$ cat config.mk
export PLATFORM = sky130hd
export DESIGN_NAME = decode_queue_flat
export DESIGN_NICKNAME = d
export VERILOG_FILES = /design/src/rtl/decode_queue_if.sv /design/src/rtl/decode_queue.sv /design/src/flat_wrapper.sv
export SDC_FILE = /design/constraint.sdc
export NUM_CORES = 1
export LEC_CHECK = 0
export BUFFER_PORTS_ARGS = -buffer_cell sky130_fd_sc_hd__clkbuf_2
export CAP_MARGIN = 20
export CELL_PAD_IN_SITES_DETAIL_PLACEMENT = 0
export CELL_PAD_IN_SITES_GLOBAL_PLACEMENT = 1
export CORE_ASPECT_RATIO = 1.1
export CORE_MARGIN = 3
export CORE_UTILIZATION = 35
export DETAILED_ROUTE_END_ITERATION = 8
export PLACE_DENSITY = 0.62
export SYNTH_ARGS = -nofsm -noshare
export SYNTH_HDL_FRONTEND = slang
export SYNTH_SLANG_ARGS = --single-unit
export TNS_END_PERCENT = 50
$ cat constraint.sdc
create_clock -name clk_in -period 14.1 [get_ports clk_in]
set_input_delay 2.82 -clock clk_in [delete_from_list [all_inputs] [get_ports clk_in]]
set_output_delay 2.82 -clock clk_in [all_outputs]
set_load 0.01 [all_outputs]
$ cat src/rtl/decode_queue_if.sv
// Fetch-to-queue and queue-to-dispatch handshake bundle for decode_queue.
// The queue sits on the slave side; fetch/dispatch (or a bench) sits on master.
interface decode_queue_if #(
    parameter int TYPE_BIT = 6
);
    logic                in_valid;
    logic                in_ready;
    logic [31:0]         in_inst;
    logic [31:0]         in_pc;

    logic                out_valid;
    logic                out_ready;
    logic [TYPE_BIT-1:0] out_type;
    logic [4:0]          out_rs1;
    logic [4:0]          out_rs2;
    logic [4:0]          out_rd;
    logic [31:0]         out_imm;
    logic [31:0]         out_pc;
    logic                out_is_c;
    logic                out_illegal;

    modport master (
        output in_valid, in_inst, in_pc, out_ready,
        input  in_ready, out_valid, out_type, out_rs1, out_rs2, out_rd,
               out_imm, out_pc, out_is_c, out_illegal
    );

    modport slave (
        input  in_valid, in_inst, in_pc, out_ready,
        output in_ready, out_valid, out_type, out_rs1, out_rs2, out_rd,
               out_imm, out_pc, out_is_c, out_illegal
    );
endinterface

$ cat src/rtl/decode_queue.sv
// RV32IC decoder feeding a DEPTH-entry FIFO of decoded tuples; type code 0 marks an
// illegal entry, codes 1..37 enumerate the RV32I instructions in opcode-table order.
module decode_queue #(
    parameter int DEPTH    = 4,
    parameter int TYPE_BIT = 6
) (
    input  logic                   clk_in,
    input  logic                   rst_in,
    input  logic                   rdy_in,
    input  logic                   flush_in,
    decode_queue_if.slave          bus,
    output logic [$clog2(DEPTH):0] count_out
);
    localparam int AW = $clog2(DEPTH);
    localparam logic [AW:0] FULL_CNT = (AW+1)'(DEPTH);

    typedef logic [TYPE_BIT-1:0] type_t;

    localparam type_t T_LUI   = type_t'(1);
    localparam type_t T_AUIPC = type_t'(2);
    localparam type_t T_JAL   = type_t'(3);
    localparam type_t T_JALR  = type_t'(4);
    localparam type_t T_BEQ   = type_t'(5);
    localparam type_t T_BNE   = type_t'(6);
    localparam type_t T_BLT   = type_t'(7);
    localparam type_t T_BGE   = type_t'(8);
    localparam type_t T_BLTU  = type_t'(9);
    localparam type_t T_BGEU  = type_t'(10);
    localparam type_t T_LB    = type_t'(11);
    localparam type_t T_LH    = type_t'(12);
    localparam type_t T_LW    = type_t'(13);
    localparam type_t T_LBU   = type_t'(14);
    localparam type_t T_LHU   = type_t'(15);
    localparam type_t T_SB    = type_t'(16);
    localparam type_t T_SH    = type_t'(17);
    localparam type_t T_SW    = type_t'(18);
    localparam type_t T_ADDI  = type_t'(19);
    localparam type_t T_SLTI  = type_t'(20);
    localparam type_t T_SLTIU = type_t'(21);
    localparam type_t T_XORI  = type_t'(22);
    localparam type_t T_ORI   = type_t'(23);
    localparam type_t T_ANDI  = type_t'(24);
    localparam type_t T_SLLI  = type_t'(25);
    localparam type_t T_SRLI  = type_t'(26);
    localparam type_t T_SRAI  = type_t'(27);
    localparam type_t T_ADD   = type_t'(28);
    localparam type_t T_SUB   = type_t'(29);
    localparam type_t T_SLL   = type_t'(30);
    localparam type_t T_SLT   = type_t'(31);
    localparam type_t T_SLTU  = type_t'(32);
    localparam type_t T_XOR   = type_t'(33);
    localparam type_t T_SRL   = type_t'(34);
    localparam type_t T_SRA   = type_t'(35);
    localparam type_t T_OR    = type_t'(36);
    localparam type_t T_AND   = type_t'(37);

    typedef struct packed {
        type_t       typ;
        logic [4:0]  rs1;
        logic [4:0]  rs2;
        logic [4:0]  rd;
        logic [31:0] imm;
        logic [31:0] pc;
        logic        is_c;
        logic        illegal;
    } entry_t;

    function automatic entry_t decode(input logic [31:0] inst);
        entry_t      d;
        logic        bad;
        logic [2:0]  f3;
        logic [6:0]  f7;
        logic [31:0] imm_i;
        logic [4:0]  rdp;
        logic [4:0]  rs1p;
        logic [4:0]  crd;
        logic [4:0]  crs2;
        logic signed [31:0] imm_c6;
        logic signed [31:0] imm_cj;
        logic signed [31:0] imm_cb;
        d      = '0;
        bad    = 1'b0;
        f3     = inst[14:12];
        f7     = inst[31:25];
        imm_i  = 32'($signed(inst[31:20]));
        rdp    = {2'b01, inst[4:2]};
        rs1p   = {2'b01, inst[9:7]};
        crd    = inst[11:7];
        crs2   = inst[6:2];
        imm_c6 = 32'($signed({inst[12], inst[6:2]}));
        imm_cj = 32'($signed({inst[12], inst[8], inst[10:9], inst[6], inst[7],
                              inst[2], inst[11], inst[5:3], 1'b0}));
        imm_cb = 32'($signed({inst[12], inst[6:5], inst[2], inst[11:10],
                              inst[4:3], 1'b0}));
        d.is_c = (inst[1:0] != 2'b11);
        if (!d.is_c) begin
            case (inst[6:0])
                7'b0110111, 7'b0010111: begin
                    d.typ = inst[5] ? T_LUI : T_AUIPC;
                    d.rd  = inst[11:7];
                    d.imm = {inst[31:12], 12'b0};
                end
                7'b1101111: begin
                    d.typ = T_JAL;
                    d.rd  = inst[11:7];
                    d.imm = 32'($signed({inst[31], inst[19:12], inst[20], inst[30:21], 1'b0}));
                end
                7'b1100111: begin
                    d.typ = T_JALR;
                    d.rd  = inst[11:7];
                    d.rs1 = inst[19:15];
                    d.imm = imm_i;
                    bad   = (f3 != 3'd0);
                end
                7'b1100011: begin
                    d.rs1 = inst[19:15];
                    d.rs2 = inst[24:20];
                    d.imm = 32'($signed({inst[31], inst[7], inst[30:25], inst[11:8], 1'b0}));
                    case (f3)
                        3'd0:    d.typ = T_BEQ;
                        3'd1:    d.typ = T_BNE;
                        3'd4:    d.typ = T_BLT;
                        3'd5:    d.typ = T_BGE;
                        3'd6:    d.typ = T_BLTU;
                        3'd7:    d.typ = T_BGEU;
                        default: bad = 1'b1;
                    endcase
                end
                7'b0000011: begin
                    d.rd  = inst[11:7];
                    d.rs1 = inst[19:15];
                    d.imm = imm_i;
                    case (f3)
                        3'd0:    d.typ = T_LB;
                        3'd1:    d.typ = T_LH;
                        3'd2:    d.typ = T_LW;
                        3'd4:    d.typ = T_LBU;
                        3'd5:    d.typ = T_LHU;
                        default: bad = 1'b1;
                    endcase
                end
                7'b0100011: begin
                    d.rs1 = inst[19:15];
                    d.rs2 = inst[24:20];
                    d.imm = 32'($signed({inst[31:25], inst[11:7]}));
                    case (f3)
                        3'd0:    d.typ = T_SB;
                        3'd1:    d.typ = T_SH;
                        3'd2:    d.typ = T_SW;
                        default: bad = 1'b1;
                    endcase
                end
                7'b0010011: begin
                    d.rd  = inst[11:7];
                    d.rs1 = inst[19:15];
                    d.imm = imm_i;
                    case (f3)
                        3'd0: d.typ = T_ADDI;
                        3'd2: d.typ = T_SLTI;
                        3'd3: d.typ = T_SLTIU;
                        3'd4: d.typ = T_XORI;
                        3'd6: d.typ = T_ORI;
                        3'd7: d.typ = T_ANDI;
                        3'd1: begin
                            d.typ = T_SLLI;
                            d.imm = {27'b0, inst[24:20]};
                            bad   = (f7 != 7'b0000000);
                        end
                        default: begin
                            d.imm = {27'b0, inst[24:20]};
                            if (f7 == 7'b0000000)      d.typ = T_SRLI;
                            else if (f7 == 7'b0100000) d.typ = T_SRAI;
                            else                       bad = 1'b1;
                        end
                    endcase
                end
                7'b0110011: begin
                    d.rd  = inst[11:7];
                    d.rs1 = inst[19:15];
                    d.rs2 = inst[24:20];
                    if (f7 == 7'b0000000) begin
                        case (f3)
                            3'd0:    d.typ = T_ADD;
                            3'd1:    d.typ = T_SLL;
                            3'd2:    d.typ = T_SLT;
                            3'd3:    d.typ = T_SLTU;
                            3'd4:    d.typ = T_XOR;
                            3'd5:    d.typ = T_SRL;
                            3'd6:    d.typ = T_OR;
                            default: d.typ = T_AND;
                        endcase
                    end else if (f7 == 7'b0100000 && f3 == 3'd0) begin
                        d.typ = T_SUB;
                    end else if (f7 == 7'b0100000 && f3 == 3'd5) begin
                        d.typ = T_SRA;
                    end else begin
                        bad = 1'b1;
                    end
                end
                default: bad = 1'b1;
            endcase
        end else begin
            case ({inst[1:0], inst[15:13]})
                5'b00_000: begin
                    d.typ = T_ADDI;
                    d.rd  = rdp;
                    d.rs1 = 5'd2;
                    d.imm = {22'b0, inst[10:7], inst[12:11], inst[5], inst[6], 2'b0};
                    bad   = (inst[12:5] == 8'd0);
                end
                5'b00_010, 5'b00_110: begin
                    d.typ = inst[15] ? T_SW : T_LW;
                    d.rs1 = rs1p;
                    if (inst[15]) d.rs2 = rdp;
                    else          d.rd  = rdp;
                    d.imm = {25'b0, inst[5], inst[12:10], inst[6], 2'b0};
                end
                5'b01_000, 5'b01_010: begin
                    d.typ = T_ADDI;
                    d.rd  = crd;
                    d.rs1 = inst[14] ? 5'd0 : crd;
                    d.imm = imm_c6;
                end
                5'b01_001, 5'b01_101: begin
                    d.typ = T_JAL;
                    d.rd  = inst[15] ? 5'd0 : 5'd1;
                    d.imm = imm_cj;
                end
                5'b01_011: begin
                    d.rd = crd;
                    if (crd == 5'd2) begin
                        d.typ = T_ADDI;
                        d.rs1 = 5'd2;
                        d.imm = 32'($signed({inst[12], inst[4:3], inst[5], inst[2], inst[6], 4'b0}));
                    end else begin
                        d.typ = T_LUI;
                        d.imm = 32'($signed({inst[12], inst[6:2], 12'b0}));
                        bad   = ({inst[12], inst[6:2]} == 6'd0);
                    end
                end
                5'b01_100: begin
                    d.rd  = rs1p;
                    d.rs1 = rs1p;
                    case (inst[11:10])
                        2'b00, 2'b01: begin
                            d.typ = inst[10] ? T_SRAI : T_SRLI;
                            d.imm = {27'b0, inst[6:2]};
                            bad   = inst[12];
                        end
                        2'b10: begin
                            d.typ = T_ANDI;
                            d.imm = imm_c6;
                        end
                        default: begin
                            d.rs2 = rdp;
                            bad   = inst[12];
                            case (inst[6:5])
                                2'b00:   d.typ = T_SUB;
                                2'b01:   d.typ = T_XOR;
                                2'b10:   d.typ = T_OR;
                                default: d.typ = T_AND;
                            endcase
                        end
                    endcase
                end
                5'b01_110, 5'b01_111: begin
                    d.typ = inst[13] ? T_BNE : T_BEQ;
                    d.rs1 = rs1p;
                    d.imm = imm_cb;
                end
                5'b10_000: begin
                    d.typ = T_SLLI;
                    d.rd  = crd;
                    d.rs1 = crd;
                    d.imm = {27'b0, inst[6:2]};
                    bad   = inst[12];
                end
                5'b10_010: begin
                    d.typ = T_LW;
                    d.rd  = crd;
                    d.rs1 = 5'd2;
                    d.imm = {24'b0, inst[3:2], inst[12], inst[6:4], 2'b0};
                    bad   = (crd == 5'd0);
                end
                5'b10_100: begin
                    if (crs2 == 5'd0) begin
                        // c.jr / c.jalr; rs1=0 is reserved (c.jr) or c.ebreak, neither decoded
                        d.typ = T_JALR;
                        d.rd  = inst[12] ? 5'd1 : 5'd0;
                        d.rs1 = crd;
                        bad   = (crd == 5'd0);
                    end else begin
                        d.typ = T_ADD;
                        d.rd  = crd;
                        d.rs1 = inst[12] ? crd : 5'd0;
                        d.rs2 = crs2;
                    end
                end
                5'b10_110: begin
                    d.typ = T_SW;
                    d.rs1 = 5'd2;
                    d.rs2 = crs2;
                    d.imm = {24'b0, inst[8:7], inst[12:9], 2'b0};
                end
                default: bad = 1'b1;
            endcase
        end
        if (bad) begin
            d         = '0;
            d.is_c    = (inst[1:0] != 2'b11);
            d.illegal = 1'b1;
        end
        return d;
    endfunction

    entry_t        mem [DEPTH];
    entry_t        dec;
    entry_t        head;
    logic [AW-1:0] wr_ptr;
    logic [AW-1:0] rd_ptr;
    logic [AW:0]   count_q;
    logic          push;
    logic          pop;

    always_comb begin
        dec    = decode(bus.in_inst);
        dec.pc = bus.in_pc;
    end

    // Reset is folded into the handshakes so nothing moves during the reset cycle.
    assign bus.in_ready  = !rst_in && rdy_in && !flush_in && (count_q != FULL_CNT);
    assign bus.out_valid = !rst_in && (count_q != '0);
    assign push          = bus.in_valid && bus.in_ready;
    assign pop           = bus.out_valid && bus.out_ready && rdy_in && !flush_in;

    always_ff @(posedge clk_in) begin
        if (rst_in) begin
            wr_ptr  <= '0;
            rd_ptr  <= '0;
            count_q <= '0;
        end else if (rdy_in) begin
            if (flush_in) begin
                wr_ptr  <= '0;
                rd_ptr  <= '0;
                count_q <= '0;
            end else begin
                if (push) wr_ptr <= wr_ptr + AW'(1);
                if (pop)  rd_ptr <= rd_ptr + AW'(1);
                case ({push, pop})
                    2'b10:   count_q <= count_q + (AW+1)'(1);
                    2'b01:   count_q <= count_q - (AW+1)'(1);
                    default: count_q <= count_q;
                endcase
            end
        end
    end

    always_ff @(posedge clk_in) begin
        if (push) mem[wr_ptr] <= dec;
    end

    // Head fields read as zero whenever there is no valid entry.
    assign head            = bus.out_valid ? mem[rd_ptr] : '0;
    assign bus.out_type    = head.typ;
    assign bus.out_rs1     = head.rs1;
    assign bus.out_rs2     = head.rs2;
    assign bus.out_rd      = head.rd;
    assign bus.out_imm     = head.imm;
    assign bus.out_pc      = head.pc;
    assign bus.out_is_c    = head.is_c;
    assign bus.out_illegal = head.illegal;
    assign count_out       = count_q;
endmodule
$ cat src/flat_wrapper.sv
// flat-port wrapper written by rule: the top's interface ports become plain ports
module decode_queue_flat 
#(
    parameter int DEPTH    = 4,
    parameter int TYPE_BIT = 6
)
  (clk_in, rst_in, rdy_in, flush_in, count_out, bus_in_valid, bus_in_inst, bus_in_pc, bus_out_ready, bus_in_ready, bus_out_valid, bus_out_type, bus_out_rs1, bus_out_rs2, bus_out_rd, bus_out_imm, bus_out_pc, bus_out_is_c, bus_out_illegal);
  decode_queue_if #(.TYPE_BIT(TYPE_BIT)) bus_i ();
  input  logic clk_in;
  input  logic rst_in;
  input  logic rdy_in;
  input  logic flush_in;
  output logic [$clog2(DEPTH):0] count_out;
  input wire logic [$bits(bus_i.in_valid)-1:0] bus_in_valid;
  input wire logic [$bits(bus_i.in_inst)-1:0] bus_in_inst;
  input wire logic [$bits(bus_i.in_pc)-1:0] bus_in_pc;
  input wire logic [$bits(bus_i.out_ready)-1:0] bus_out_ready;
  output wire logic [$bits(bus_i.in_ready)-1:0] bus_in_ready;
  output wire logic [$bits(bus_i.out_valid)-1:0] bus_out_valid;
  output wire logic [$bits(bus_i.out_type)-1:0] bus_out_type;
  output wire logic [$bits(bus_i.out_rs1)-1:0] bus_out_rs1;
  output wire logic [$bits(bus_i.out_rs2)-1:0] bus_out_rs2;
  output wire logic [$bits(bus_i.out_rd)-1:0] bus_out_rd;
  output wire logic [$bits(bus_i.out_imm)-1:0] bus_out_imm;
  output wire logic [$bits(bus_i.out_pc)-1:0] bus_out_pc;
  output wire logic [$bits(bus_i.out_is_c)-1:0] bus_out_is_c;
  output wire logic [$bits(bus_i.out_illegal)-1:0] bus_out_illegal;
  assign bus_i.in_valid = bus_in_valid;
  assign bus_i.in_inst = bus_in_inst;
  assign bus_i.in_pc = bus_in_pc;
  assign bus_i.out_ready = bus_out_ready;
  assign bus_in_ready = bus_i.in_ready;
  assign bus_out_valid = bus_i.out_valid;
  assign bus_out_type = bus_i.out_type;
  assign bus_out_rs1 = bus_i.out_rs1;
  assign bus_out_rs2 = bus_i.out_rs2;
  assign bus_out_rd = bus_i.out_rd;
  assign bus_out_imm = bus_i.out_imm;
  assign bus_out_pc = bus_i.out_pc;
  assign bus_out_is_c = bus_i.out_is_c;
  assign bus_out_illegal = bus_i.out_illegal;
  decode_queue #(.DEPTH(DEPTH), .TYPE_BIT(TYPE_BIT)) u_core (.clk_in(clk_in), .rst_in(rst_in), .rdy_in(rdy_in), .flush_in(flush_in), .bus(bus_i), .count_out(count_out));
endmodule
[After elaboration in Yosys (flattened, before gate mapping)]
Memories as Yosys holds them, arrays and structs flattened. A register that Yosys moved wholly into a read port is not among the register bits.
Index checks and enable logic that the tools add are counted.
Word-level totals
  bits in registers: 7
  bits in latches: 0
  RAM bits: 348
  memory bits (read-only): 0
  input port bits: 70
  output and inout bits: 92
  logic and storage cells: 168
  memories: 1
Cells by class
  add/subtract/negate cells: 4
  $mul: 0
  divide/modulo/power cells: 0
  magnitude comparators: 0
  eq/ne operators: 40
  shifts and indexed selects: 0
  mux-type cells: 69
  bitwise operators: 0
  reductions and logical operators: 51
Memory list
  u_core.mem: depth 4, bits a word 87, rd ports 1, clocked after memory_dff 1, wr ports 1, line decode_queue.sv:316  | entry_t mem [DEPTH];
Operators by type and width (count)
  32-bit case mux with 10 select lines: 1
  32-bit case mux with 6 select lines: 1
  87-bit 2-to-1 mux: 2
  6-bit case mux with 7 select lines: 2
  32-bit case mux with 2 select lines: 1
  5-bit case mux with 6 select lines: 2
  6-bit case mux with 10 select lines: 1
  53-bit 2-to-1 mux: 1
  5-bit 2-to-1 mux: 10
  6-bit case mux with 8 select lines: 1
  5-bit by 4-bit equality test with 1-bit output, second input constant: 8
  32-bit 2-to-1 mux: 1
  7-bit by 6-bit equality test with 1-bit output, second input constant: 4
  6-bit 2-to-1 mux: 4
  4-bit case mux with 6 select lines: 1
  7-bit equality test, second input constant: 3
  5-bit equality test, second input constant: 4
  4-bit case mux with 5 select lines: 1
  5-bit case mux with 4 select lines: 1
  2-bit 2-to-1 mux: 9
  6-bit case mux with 3 select lines: 1
  3-bit OR reduction: 6
  6-bit OR reduction: 3
  1-bit 2-to-1 mux: 17
  39 further kinds: 79

[Logic depth before layout (Yosys ltp)]
Gate-level depths: netlist of run 1.
  word-level depth: 9
  depth in mapped cells: 10
  gate-level depth less buffers: 7

[Least setup slack after synthesis of run 1]
Ideal clock, no wire load.
  kind: input to output
  start point: in rst_in
  end point: out bus_out_imm[23]
  arrival time: 3875 ps
  data required time: 11280 ps
  slack: 7405 ps
  stages: 5
  buffers on the path: 2
  cell sequence: or2_2 inv_1 clkbuf_1 clkbuf_1 and2_1
Between the ends
  cells in the longest elaborated chain, start to end: 3
RTL lines
  start, declared: line flat_wrapper.sv:10  | input logic rst_in;
  1-bit logical NOT: line decode_queue.sv:332  | assign bus.out_valid = !rst_in && (count_q != '0);
  1-bit logical AND: line decode_queue.sv:332
  87-bit 2-to-1 mux: line decode_queue.sv:363  | assign head = bus.out_valid ? mem[rd_ptr] : '0;
  end, declared: line flat_wrapper.sv:24  | output wire logic [$bits(bus_i.out_imm)-1:0] bus_out_imm;
Every way passes these cells.

[Final worst setup path of run 1]
Same ends and word-level chain as after synthesis.

==> flow_summary_export.csv, run 1 <==
group,metric,value,unit
synth,syn_area_per_cell,15.1,um2
synth,synth.lib_cells_used.distinct,74,
synth,synthTopCellsByCount,"sky130_fd_sc_hd__edfxtp_1 (348), sky130_fd_sc_hd__and2_1 (92), sky130_fd_sc_hd__mux4_2 (87), sky130_fd_sc_hd__nor2_1 (68), sky130_fd_sc_hd__a21oi_1 (65)",
setup_path,timing.rr.start,"u_core.count_out[0]",
clocking,clk_transition_reported_paths,50,ps
timing,totalNegativeSetupSlack,0,ps
placement,placed_cells,1744,
global_route,largest_net_degree_at_the_start_of_global_routing,65,
die,floorplan.die_area,48800,um2
synth,synth-simple-area-share,10.6,%
die,initial_utilization,35.9,%
drt,antenna_left,0,
synth,post-synth-top-count-cell,"sky130_fd_sc_hd__edfxtp_1",
synth,synth_fa_ha_area_share,0.495,%
global_route,number_of_antenna_violations_at_the_first_check_in_global_routing,1,
synth,synth_async_sr_flop_share,0,%
setup_path,timing.critical_path.required,11280,ps
setup_path,criticalPathCategory,"primary input to primary output",
synth,synth_mux_area_share,12.3,%
global_route,grt.total_usage,16.9,%
pwr,p_switching,0.490,mW
pwr,power.share.switching,21.7,%
pwr,combinationalPowerShare,5.3,%
drt,detailroute.via_count,9877,
final_layout,n_fill_cell,4136,
clocking,hold_buffers,0,
synth,post-synth-top-area-cell,"sky130_fd_sc_hd__edfxtp_1",
pwr,pwr-share-clk,42.9,%
synth,compound_gate_fraction_of_synth_area,8.32,%
clocking,cts_max_level,2,
drt,wl_per_cell,22.9,um
die,io-pin-count,162,
placement,port-buffer-count,161,
synth,ys_top_cells_by_area,"sky130_fd_sc_hd__edfxtp_1 (65%), sky130_fd_sc_hd__mux4_2 (12%), sky130_fd_sc_hd__and2_1 (3.6%), sky130_fd_sc_hd__a21oi_1 (2.0%), sky130_fd_sc_hd__nor2_1 (1.6%)",
synth,synth.net_count,1145,
synth,xor_xnor_cell_area_share_of_the_yosys_netlist,0.162,%
final_layout,syn_to_final_growth,15.6,%
drt,postRouteWirelength,41.5,mm
synth,main_combinational_cell_family_by_area_after_synthesis,"multiplexers",
die,fp-row-count,81,
global_route,grt_busiest_layer,"met2",
global_route,global_route_wire_length_before_repair,63.0,mm
setup_path,timing.critical_path.slowest_stage_cell,"sky130_fd_sc_hd__buf_4",
setup_path,path_common_cell,"sky130_fd_sc_hd__clkbuf_2",
pwr,power.static_leakage,6.01,nW
synth,synth_warnings,0,
timing,maxSlewHeadroom,31.1,%
drt,first_pass_drt_iterations,5,
drt,dr.first_iter.drc_count,840,
flow_run,max_cap_violations,0,
placement,hpwlAfterDp,26.7,mm
pwr,vdd_drop_max,0.0697,mV
pwr,internal_power,1.77,mW
timing,total_count_of_max_transition_violations_in_the_final_report,0,
final_layout,filler_free_cell_count_of_the_finished_design,1813,
pwr,cell_pwr_density,121,nW/um2
die,die_height,231,um
clocking,cts_root_buf,"sky130_fd_sc_hd__clkbuf_16",
timing,pin_slew_with_the_least_headroom_to_its_limit,1030,ps
synth,synth_edf_count,348,
synth,synth.top_cell.area_share,64.6,%
global_route,met2_track_usage_gr,27.1,%
drt,remaining_drc_errors,0,
final_layout,num_antenna_cells,0,
global_route,grt.overflow.total,0,
setup_path,max_stage_delay,470,ps
timing,rsz0062_at_grt,"false",
timing,timing.clock.skew,9.65,ps
timing,holdWs,539,ps
clocking,insertion_delay,540,ps
min_path,hold_path.startpoint,"u_core.rd_ptr[0]",
timing,layout_worst_path_cycle_share,52.6,%
clocking,tritoncts,"built",
setup_path,crit_fanout,64,
timing,fmaxAchievable,135,MHz
outcome,outcome,"complete, no violations",
final_layout,post_layout_utilization_of_the_core,41.5,%
synth,ys_seq_area_share,65.7,%
setup_path,timing.critical_path.from_type,"primary input",
synth,postSynthCellCount,1070,
clocking,post-cts-setup-buffer-count,0,
pwr,power_frac_seq,51.8,%
synth,synth.cell_area,16200,um2
die,die-width,211,um
timing,finalSetupViolCount,0,
global_route,met1_track_demand_over_resource_in_global_routing,23.7,%
pwr,power_after_layout,2.26,mW
drt,routed_via_density,5.45,
synth,ys_ff_latch,357,
placement,routabilityCongestion,0.894,
timing,time_the_worst_path_needs_with_i_o_delays_and_setup,7420,ps
setup_path,crit_chain,"clkbuf_2 > or2_2 > inv_2 > buf_4 > and2_1 > clkbuf_2",
final_layout,design.final.nets,1280,
global_route,globalRouteMet3Util,3.32,%
final_layout,fraction_of_layout_cells_with_a_size_suffix_above_1,28.4,%
synth,synth-main-ff-cell,"sky130_fd_sc_hd__edfxtp_1",
clocking,cts.path.max_buffers,3,
global_route,number_of_global_route_vias_before_repair,10200,
clocking,tritoncts.num_buffers,39,
min_path,timing.hold.worst.class,"register to register",
clocking,postCtsResizedCells,0,
setup_path,critical_path.startpoint,"rst_in",
clocking,clock_sink_count,357,
setup_path,end_kind,"primary output",
timing,finalHoldViolCount,0,
die,core-area,45100,um2
setup_path,critPathArrivalTime,4600,ps
registers in the layout (all words and copies together), names as in the netlist, named ones only:
| name | cells |
|---|---|
| u_core.count_out | 3 |
| u_core.rd_ptr | 2 |
| u_core.mem | 348 |
| u_core.wr_ptr | 2 |
final cells by class:
cell class / instances / area (um2) / share of cell area [%]
tap: 581 / 727 / 3.89
timing repair buffer: 175 / 911 / 4.87
multi-input combinational: 618 / 5170 / 27.6
inverter: 14 / 52.6 / 0.281
sequential: 357 / 10600 / 56.9
clock inverter: 21 / 200 / 1.07
clock buffer: 47 / 1010 / 5.38
cells by family (layout without fill, tap and decap cells):
family	after synthesis	count (layout)
buf+inv	95	257
compound gates	204	204
flops	357	357
simple gates	315	315
mux	90	90
xor+xnor	3	3
fa+ha+maj	6	6
routing by layer:
| metal | vias to the layer above | wire length (um) |
|---|---|---|
| met2 | 351 | 19700 |
| li1 | 4480 | - |
| met3 | 76 | 2660 |
| met5 | - | 0 |
| met1 | 4970 | 18100 |
| met4 | 0 | 1080 |
critical path, delay by kind of cell:
| kind | cells | cell delay [ps] |
|---|---|---|
| buffers and inverters | 4 | 1070 |
| and+or+nand+nor | 2 | 600 |
final timing paths:
path	end	depth (start not counted)	slack, ps
worst max register to register	u_core.mem[2][59]	5	11240
worst min register to register	register	2	540
worst max-delay path	bus_out_imm[23]	6	6680
worst min-delay path	register	2	540
cell usage in the layout (no fill, tap or decap), drive strengths merged, types with 4 or more instances in the layout:
| master | count |
|---|---|
| nand2 | 50 |
| o21ai | 45 |
| buf | 13 |
| a311oi | 4 |
| edfxtp | 348 |
| a21oi | 73 |
| dfxtp | 9 |
| nand3b | 6 |
| or2 | 8 |
| o2111ai | 4 |
| ha | 4 |
| o22ai | 9 |
| clkbuf | 209 |
| a22oi | 11 |
| a32oi | 4 |
| nand2b | 14 |
| nand3 | 12 |
| nor2 | 69 |
| o31ai | 4 |
| clkinv | 11 |
| a31oi | 10 |
| a221oi | 7 |
| mux4 | 87 |
| nor3 | 25 |
| a21o | 4 |
| and2 | 93 |
| nor4 | 8 |
| inv | 20 |
| nor2b | 7 |
power groups by stage:
stage | clock network (mW) | logic [mW] | registers, mW
2_1_floorplan | 0 | 0.0722 | 1.20
3_3_place_gp | 0 | 0.119 | 1.19
3_5_place_dp | 0 | 0.120 | 1.20
4_1_cts | 1.01 | 0.120 | 1.17
5_1_grt | 1.04 | 0.131 | 1.17
6_report | 0.971 | 0.121 | 1.17
stage by stage:
step	setup slack, ps	area [um2]
6_report	6680	18700
5_1_grt	6450	18700
4_1_cts	6610	18700
3_5_place_dp	6610	17500
3_3_place_gp	6660	17500
2_1_floorplan	7410	16200
No activity file was read; power rests on OpenSTA's default activity.
==> run 2, diff against run 1 <==
--- a/config.mk
+++ b/config.mk
@@ -5,6 +5,7 @@
 export SDC_FILE = /design/constraint.sdc
 export NUM_CORES = 1
 export LEC_CHECK = 0
+export ABC_AREA = 1
 export BUFFER_PORTS_ARGS = -buffer_cell sky130_fd_sc_hd__clkbuf_2
 export CAP_MARGIN = 20
 export CELL_PAD_IN_SITES_DETAIL_PLACEMENT = 0
@@ -13,7 +14,7 @@
 export CORE_MARGIN = 3
 export CORE_UTILIZATION = 35
 export DETAILED_ROUTE_END_ITERATION = 8
-export PLACE_DENSITY = 0.62
+export PLACE_DENSITY = 0.68
 export SYNTH_ARGS = -nofsm -noshare
 export SYNTH_HDL_FRONTEND = slang
 export SYNTH_SLANG_ARGS = --single-unit
==> constraint.sdc (replaced) <==
create_clock -name clk_in -period 6 [get_ports clk_in]
set_input_delay 1.2 -clock clk_in [delete_from_list [all_inputs] [get_ports clk_in]]
set_output_delay 1.2 -clock clk_in [all_outputs]
set_load 0.01 [all_outputs]
==> run 2 against run 1 <==
Against the previous run:
- hold slack worse by 2.4 ps
- power up 130%
- die area rose by 4.2%
- final cell count increased by 40%
- setup slack worse by 5000 ps
- clock skew increased by 5.1 ps
- synthesized cell count increased by 64%
- cell area rose by 4.0%
==> flow_summary_export.csv, run 2 <==
group,metric,value,unit
outcome,outcome,"complete, no violations",
clocking,cts_max_level,2,
synth,synth_edf_count,348,
min_path,timing.hold.worst.class,"register to register",
synth,synth-simple-area-share,21.8,%
final_layout,n_fill_cell,4606,
min_path,hold_path_end,"u_core.wr_ptr[1]",
global_route,number_of_antenna_violations_at_the_first_check_in_global_routing,0,
synth,ys_seq_area_share,63.0,%
final_layout,fin_area,19500,um2
setup_path,timing.critical_path.required,4800,ps
final_layout,syn_to_final_growth,15.3,%
synth,postSynthCellCount,1759,
final_layout,max_reg_flops,348,
synth,synth.net_count,1834,
timing,total_count_of_max_transition_violations_in_the_final_report,0,
synth,synth_warnings,0,
final_layout,num_antenna_cells,0,
setup_path,rrSetupSlack,3230,ps
final_layout,layout_common_cells,"sky130_fd_sc_hd__nor2_1 (471), sky130_fd_sc_hd__edfxtp_1 (348), sky130_fd_sc_hd__nand2_1 (224)",
timing,totalNegativeSetupSlack,0,ps
synth,synth.cell_area,16900,um2
timing,maxSlewHeadroom,33.6,%
min_path,hold_path.startpoint,"u_core.wr_ptr[1]",
synth,xor_xnor_cell_area_share_of_the_yosys_netlist,0.0519,%
synth,synth.top_cell.area_share,61.9,%
synth,synth.lib_cells_used.distinct,38,
pwr,vdd_drop_max,0.147,mV
timing,holdWs,536,ps
clocking,tritoncts,"built",
final_layout,largest_register,"u_core.mem",
pwr,power.static_leakage,7.47,nW
global_route,number_of_global_route_vias_before_repair,12100,
die,io-pin-count,162,
final_layout,multi_input_area,5560,um2
final_layout,design.final.nets,1959,
die,floorplan.die_area,50900,um2
drt,dr.first_iter.drc_count,995,
final_layout,fraction_of_layout_cells_with_a_size_suffix_above_1,15.3,%
clocking,post-cts-setup-buffer-count,0,
final_layout,register_area,10600,um2
clocking,cts_root_buf,"sky130_fd_sc_hd__clkbuf_16",
flow_run,max_cap_violations,0,
setup_path,criticalPathCategory,"register to primary output",
setup_path,timing.rr.start,"u_core.count_out[0]",
clocking,cts.path.max_buffers,3,
global_route,largest_net_degree_at_the_start_of_global_routing,175,
timing,finalHoldViolCount,0,
clocking,postCtsResizedCells,0,
drt,remaining_drc_errors,0,
timing,timing.clock.skew,14.7,ps
timing,pin_slew_with_the_least_headroom_to_its_limit,996,ps
synth,syn_area_per_cell,9.59,um2
synth,ys_ff_latch,357,
clocking,clk_transition_reported_paths,60,ps
synth,synth_fa_ha_area_share,0.415,%
clocking,tritoncts.num_buffers,37,
synth,synthTopCellsByCount,"sky130_fd_sc_hd__nor2_1 (475), sky130_fd_sc_hd__edfxtp_1 (348), sky130_fd_sc_hd__nand2_1 (225), sky130_fd_sc_hd__o21ai_0 (221), sky130_fd_sc_hd__a21oi_1 (112)",
min_path,whs_path_depth,2,
synth,main_combinational_cell_family_by_area_after_synthesis,"simple AND/OR/NAND/NOR gates",
clocking,insertion_delay,510,ps
timing,layout_worst_path_cycle_share,71.9,%
drt,first_pass_drt_iterations,6,
drt,postRouteWirelength,50.9,mm
synth,compound_gate_fraction_of_synth_area,10.4,%
synth,post-synth-top-count-cell,"sky130_fd_sc_hd__nor2_1",
die,die_height,236,um
placement,routabilityCongestion,0.929,
die,fp-row-count,83,
setup_path,crit-reg2reg-capture,"u_core.mem[0][55]",
setup_path,end_kind,"primary output",
placement,hpwlAfterDp,33.7,mm
synth,synth_mux_area_share,0,%
timing,time_the_worst_path_needs_with_i_o_delays_and_setup,4310,ps
setup_path,reg2regPathDepth,5,
die,core-area,47100,um2
setup_path,crit_fanout,45,
placement,placed_area,18300,um2
drt,routed_via_density,5.11,
pwr,cell_pwr_density,268,nW/um2
drt,wl_per_cell,20.0,um
clocking,hold_buffers,0,
global_route,global_route_wire_length_before_repair,75.9,mm
final_layout,layout_commonest_cell,"sky130_fd_sc_hd__nor2_1",
final_layout,post_layout_utilization_of_the_core,41.3,%
timing,fmaxAchievable,232,MHz
setup_path,critPathArrivalTime,3110,ps
synth,synth-main-ff-cell,"sky130_fd_sc_hd__edfxtp_1",
timing,rsz0062_at_grt,"false",
global_route,grt.overflow.total,0,
synth,synth_async_sr_flop_share,0,%
synth,post-synth-top-area-cell,"sky130_fd_sc_hd__edfxtp_1",
setup_path,timing.critical_path.from_type,"register",
placement,port-buffer-count,161,
drt,detailroute.via_count,13000,
die,initial_utilization,35.8,%
synth,ys_top_cells_by_area,"sky130_fd_sc_hd__edfxtp_1 (62%), sky130_fd_sc_hd__nor2_1 (11%), sky130_fd_sc_hd__o21ai_0 (6.6%), sky130_fd_sc_hd__nand2_1 (5.0%), sky130_fd_sc_hd__a21oi_1 (3.3%)",
clocking,clock_sink_count,357,
global_route,grt.total_usage,19.4,%
die,die-width,215,um
drt,antenna_left,0,
timing,finalSetupViolCount,0,
## run 2: changes by cell type in the layout (fill, tap and decap cells not counted), moves of 14 or more
cell | previous run | this run
sky130_fd_sc_hd__nand2b_1 | 14 | 0
sky130_fd_sc_hd__nor2_1 | 68 | 471
sky130_fd_sc_hd__a21oi_1 | 65 | 112
sky130_fd_sc_hd__nand4_1 | 1 | 21
sky130_fd_sc_hd__o21ai_0 | 44 | 221
sky130_fd_sc_hd__nand2_1 | 50 | 224
sky130_fd_sc_hd__nand3_1 | 12 | 89
sky130_fd_sc_hd__mux4_2 | 87 | 0
sky130_fd_sc_hd__and2_1 | 88 | 0
sky130_fd_sc_hd__inv_1 | 13 | 65
sky130_fd_sc_hd__nor3_1 | 25 | 6
sky130_fd_sc_hd__nor2_2 | 0 | 26
## run 2: report_power, final
group          internal [mW]  total, mW  switching (mW)
Combinational         0.0845      0.339           0.255
Clock                   1.26       2.11           0.850
Sequential              2.75       2.76         0.00552
Total                   4.10       5.21            1.11
## run 2: area by class of cell
class	instances	share of cell area, %
flip-flops and latches	357	54.7
multi-input cells	1229	28.6
repair buffers	182	5.44
clock buffers	48	4.97
well taps	637	4.10
inverters	77	1.53
clock inverters	14	0.714
## run 2: per-layer routing
metal / wire length (um) / global-route usage, %
met3: 2790 / 2.36
met2: 24200 / 32.0
met1: 22600 / 26.9
met4: 1340 / 5.87
met5: 0 / 0
## run 2: worst max path at each step
stage	startpoint	to	slack [ps]	cells after the start
6_report	register	bus_out_pc[7]	1690	6
5_1_grt	register	bus_out_pc[7]	1500	6
3_3_place_gp	bus_in_inst[1]	u_core.mem[0][84]	1450	12
4_1_cts	register	bus_out_pc[7]	1550	6
3_5_place_dp	bus_in_inst[1]	u_core.mem[1][53]	1390	12
2_1_floorplan	rdy_in	u_core.mem[0][0]	20	4
## run 2: critical path, cell delays in order (launching register included)
cell and delay (ps):
sky130_fd_sc_hd__dfxtp_4 570, sky130_fd_sc_hd__clkinv_2 720, sky130_fd_sc_hd__buf_4 540, sky130_fd_sc_hd__nor2_1 140, sky130_fd_sc_hd__o21ai_0 80, sky130_fd_sc_hd__a21oi_1 320, sky130_fd_sc_hd__clkbuf_2 210
## run 2: through the flow
step                      power [mW]  setup WS (ps)  cells
after floorplan                 3.00           21.1   1759
after detailed placement        3.15           1390   2481
after CTS                       5.26           1550   2543
after global routing            5.42           1500   2544
after global placement          3.15           1450   2481
final                           5.21           1690   2544
## run 2: cells by family (layout without fill, tap and decap cells)
| family | after synthesis | in the layout |
|---|---|---|
| flops | 357 | 357 |
| xor+xnor | 1 | 1 |
| buf+inv | 173 | 321 |
| simple gates | 877 | 877 |
| fa+ha+maj | 5 | 5 |
| compound gates | 346 | 346 |
